File: config.mk
export PLATFORM = sky130hd
export DESIGN_NAME = card_hand_display
export DESIGN_NICKNAME = d
export VERILOG_FILES = /design/src/rtl/card_hand_display.sv
export SDC_FILE = /design/constraint.sdc
export NUM_CORES = 1
export LEC_CHECK = 0
export ABC_AREA = 0
export CAP_MARGIN = 40
export CELL_PAD_IN_SITES_DETAIL_PLACEMENT = 2
export CELL_PAD_IN_SITES_GLOBAL_PLACEMENT = 2
export CORE_ASPECT_RATIO = 0.7
export CORE_MARGIN = 2
export CORE_UTILIZATION = 31
export DETAILED_ROUTE_END_ITERATION = 6
export PLACE_DENSITY = 0.77
export SLEW_MARGIN = 5
export SYNTH_ARGS = -nofsm -noshare
export SYNTH_HDL_FRONTEND = slang
export SYNTH_SLANG_ARGS = --single-unit
export TNS_END_PERCENT = 10
File: constraint.sdc
create_clock -name slow_clock -period 3.5 [get_ports slow_clock]
set_input_delay 0.525 -clock slow_clock [delete_from_list [all_inputs] [get_ports slow_clock]]
set_output_delay 0.525 -clock slow_clock [all_outputs]
set_load 0.05 [all_outputs]
File: src/rtl/card_hand_display.sv
// rtl/card_hand_display.sv - baccarat card hand holder with seven-segment display and newest-card blink
module card_hand_display #(
  parameter int NSLOTS       = 3,
  parameter int BLINK_CYCLES = 4
) (
  input  logic                  slow_clock,
  input  logic                  resetb,
  input  logic                  load,
  input  logic [3:0]            card,
  input  logic                  clear,
  input  logic                  blink_en,
  output logic [7*NSLOTS-1:0]   HEX,
  output logic [3:0]            score,
  output logic [2:0]            count,
  output logic                  full,
  output logic                  err
);

  localparam int CW = (BLINK_CYCLES > 1) ? $clog2(BLINK_CYCLES) : 1;

  logic [3:0]    slots [NSLOTS];
  logic [CW-1:0] blink_cnt;
  logic          phase_on;
  logic          card_valid;
  logic          accept;
  logic [3:0]    card_value;
  logic [4:0]    score_sum;
  logic [3:0]    score_next;

  // Active-low segment pattern (g..a) for a card code; code 0 is an empty slot.
  function automatic logic [6:0] seg_decode(input logic [3:0] c);
    case (c)
      4'd1:    seg_decode = 7'b0001000;
      4'd2:    seg_decode = 7'b0100100;
      4'd3:    seg_decode = 7'b0110000;
      4'd4:    seg_decode = 7'b0011001;
      4'd5:    seg_decode = 7'b0010010;
      4'd6:    seg_decode = 7'b0000010;
      4'd7:    seg_decode = 7'b1111000;
      4'd8:    seg_decode = 7'b0000000;
      4'd9:    seg_decode = 7'b0010000;
      4'd10:   seg_decode = 7'b1000000;
      4'd11:   seg_decode = 7'b1100001;
      4'd12:   seg_decode = 7'b0011000;
      4'd13:   seg_decode = 7'b0001001;
      default: seg_decode = 7'b1111111;
    endcase
  endfunction

  assign full       = (count == 3'(NSLOTS));
  assign card_valid = (card >= 4'd1) && (card <= 4'd13);
  assign accept     = load && card_valid && !full;

  // Baccarat value: face cards and tens count zero; score wraps modulo 10.
  always_comb begin
    card_value = (card <= 4'd9) ? card : 4'd0;
    score_sum  = {1'b0, score} + {1'b0, card_value};
    score_next = (score_sum >= 5'd10) ? 4'(score_sum - 5'd10) : score_sum[3:0];
  end

  // Hand state, rejected-load flag and free-running blink timer.
  always_ff @(posedge slow_clock) begin
    if (!resetb || clear) begin
      for (int i = 0; i < NSLOTS; i++) slots[i] <= 4'd0;
      count     <= 3'd0;
      score     <= 4'd0;
      err       <= 1'b0;
      blink_cnt <= '0;
      phase_on  <= 1'b1;
    end else begin
      err <= load && !accept;
      if (accept) begin
        for (int i = 0; i < NSLOTS; i++) begin
          if (count == 3'(i)) slots[i] <= card;
        end
        count     <= count + 3'd1;
        score     <= score_next;
        blink_cnt <= '0;
        phase_on  <= 1'b1;
      end else if (blink_cnt == CW'(BLINK_CYCLES - 1)) begin
        blink_cnt <= '0;
        phase_on  <= ~phase_on;
      end else begin
        blink_cnt <= blink_cnt + CW'(1);
      end
    end
  end

  // Segment drive; the newest card goes dark during the off phase when blinking.
  always_comb begin
    HEX = '1;
    for (int i = 0; i < NSLOTS; i++) begin
      if (3'(i) < count) begin
        if (blink_en && !phase_on && (3'(i) == count - 3'd1))
          HEX[7*i +: 7] = 7'b1111111;
        else
          HEX[7*i +: 7] = seg_decode(slots[i]);
      end
    end
  end

endmodule

==> impl_metrics.tcl <==
set metrics [dict create \
    finalClockSkew_ns 0.00720 \
    ant_nets 0 \
    initial_core_util 0.319 \
    dp_slack_ns 0.0646 \
    viasPerCell 5.20 \
    synthFlopType "edfxtp_1" \
    htree_levels 1 \
    yosys_warnings 0 \
    async_flop_share 0 \
    worstPathRequired_ns 2.97 \
    dieHeight_um 71.0 \
    nets 308 \
    cts_made_buffers 3 \
    period_minus_slack_ns 3.24 \
    irDropWorstVdd_mv 0.160 \
    route.detailed.drc 0 \
    wl_met1_mm 2.77 \
    start_kind "flop" \
    area_growth_pct 24.3 \
    rows 24 \
    wl_per_cell_um 16.3 \
    grt_setup_unrepaired "false" \
    cts_tree "built" \
    drv_cap 0 \
    top_layer_used "met4" \
    cts.root.buffer_cell "clkbuf_8" \
    postLayoutSetupSlackWorst_ns 0.261 \
    final_cell_area_um2 2470 \
    gp_congestion 0.785 \
    power_leakage_nw 0.999 \
    dpl-instance-area_um2 2430 \
    grt_pass1_wl_mm 9.59 \
    grt_util_all_layers 0.168 \
    wl_met2_mm 2.68 \
    layout_common_cells "nand2_1 (37), ha_1 (31), inv_1 (17), clkdlybuf4s50_1 (17), buf_4 (17)" \
    fmax_mhz 309 \
    avgSynthCellArea_um2 8.75 \
    worstReg2RegStart "score[0]" \
    seq_area_um2 581 \
    utilization 0.397 \
    crit_type "reg -> out" \
    status "completed" \
    antenna_found_initial 0 \
    vias 1790 \
    end_kind "output port" \
    wl_met3_um 116 \
    clk_pin_slew_worst_paths_ns 0.09 \
    hold_ws_ns 0.433 \
    drt-initial-drc-count 53 \
    grt_pass1_vias 1893 \
    syn_inst 227 \
    cp-startpoint "count[1]" \
    synth_area_um2 1990 \
    setup_viol 0 \
    hpwlAfterDp_mm 4.46 \
    final_max_slew_viol_count 0 \
    arrival_ns 2.71 \
    multi_input_area_um2 1310 \
    fillers 717 \
    worst_slew_pin_slew_ns 0.669 \
    drive_above_1_share 0.109 \
    hp-class "reg -> reg" \
    gr-total-overflow 0 \
    routed_wl_mm 5.60 \
    drt_pre_antenna_iters 4 \
    max_slew_margin 0.554 \
    syn-num-nets 268 \
    fin_cells 344 \
    yosysUniqueCellTypes 40 \
    worstHoldStart "blink_cnt[0]" \
    port_buffers 38 \
    core_um2 6220 \
    synth_seq_cells 23 \
    pwr_density_cell_nw_per_um2 284 \
    setup_tns_ns 0 \
    finalCritPeriodShare 0.925 \
    finalPower_mw 0.700 \
    grt_max_degree 17 \
    hold_viol_final 0 \
    path_max_fanout 8 \
    place_inst 340 \
    r2r_slack_ns 1.06 \
    clock_path_buffers 2 \
    die_area_um2 7070 \
    final_common_cell "nand2_1" \
    diodes 0 \
    die-width_um 99.7 \
    synth_edf_count 12 \
    ys_seq_area_frac 0.292 \
    cts.sinks 23 \
    io_pins 39 \
    insertion_delay_ns 0.27 \
]
-- path summary, 6_finish.rpt --
check | cells past startpoint | end
worst max-delay path | 7 | HEX[4]
worst min-delay path | 1 | blink_cnt[0]
worst max register to register | 9 | score[2]
worst min register to register | 1 | blink_cnt[0]
-- worst max-delay path, cell delays in order (launching register included) --
cell and delay, ns:
dfxtp_1 0.51, inv_1 0.15, ha_1 0.22, xor2_1 0.14
nor3b_1 0.46, a32oi_1 0.29, nand2_1 0.14, dlygate4sd2_1 0.54
-- synth_stat cells (5+ instances only) --
cell type,instances,area [um2]
a21oi_1,10,50.1
and2_1,5,31.3
clkbuf_1,6,22.5
dfxtp_1,11,220
edfxtp_1,12,360
ha_1,31,388
inv_1,17,63.8
mux2i_1,9,90.1
nand2_1,37,139
nand3_1,13,65.1
nor2_1,10,37.5
nor3_1,5,25.0
o21ai_0,15,75.1
-- layer usage --
metal,vias up,track usage
met4,0,0.0198
met3,7,0.0237
met5,-,0
met1,871,0.226
li1,885,-
met2,27,0.297
-- registers in the layout (all words and copies together) (netlist names) --
| signal | count |
|---|---|
| err | 1 |
| score | 4 |
| slots | 12 |
| blink_cnt | 2 |
| count | 3 |
| phase_on | 1 |
-- power by group --
part / total [mW] / internal, mW / switching [mW] / leakage, nW
Combinational: 0.205 / 0.0806 / 0.125 / 0.749
Sequential: 0.323 / 0.297 / 0.0265 / 0.224
Clock: 0.171 / 0.0797 / 0.0914 / 0.0255
Total: 0.700 / 0.457 / 0.243 / 0.999
-- final cells by class --
class	instances	area share
Tap cell	78	0.0396
Sequential cell	23	0.235
Clock buffer	3	0.0167
Multi-Input combinational cell	180	0.530
Inverter	17	0.0259
Clock inverter	1	0.00203
Timing Repair Buffer	42	0.151
-- what timing repair did --
| action | CTS | global route |
|---|---|---|
| hold buffers | 0 | 0 |
| pin swaps | 0 | 0 |
| gates resized for setup | 7 | 1 |
| buffers inserted | 0 | 0 |
| setup endpoints to repair | 7 | 1 |
-- cell families (layout without fill, tap and decap cells) --
family                     Yosys count  count (layout)  synth area share
buffers and inverters               24              63            0.0491
adders and majority gates           32              32             0.205
muxes                               13              13            0.0794
and+or+nand+nor                     87              87             0.214
AOI/OAI and AO/OA                   44              44             0.142
DFF                                 23              23             0.292
xor gates and xnor gates             4               4            0.0176
(Power assumes the default switching activity.)
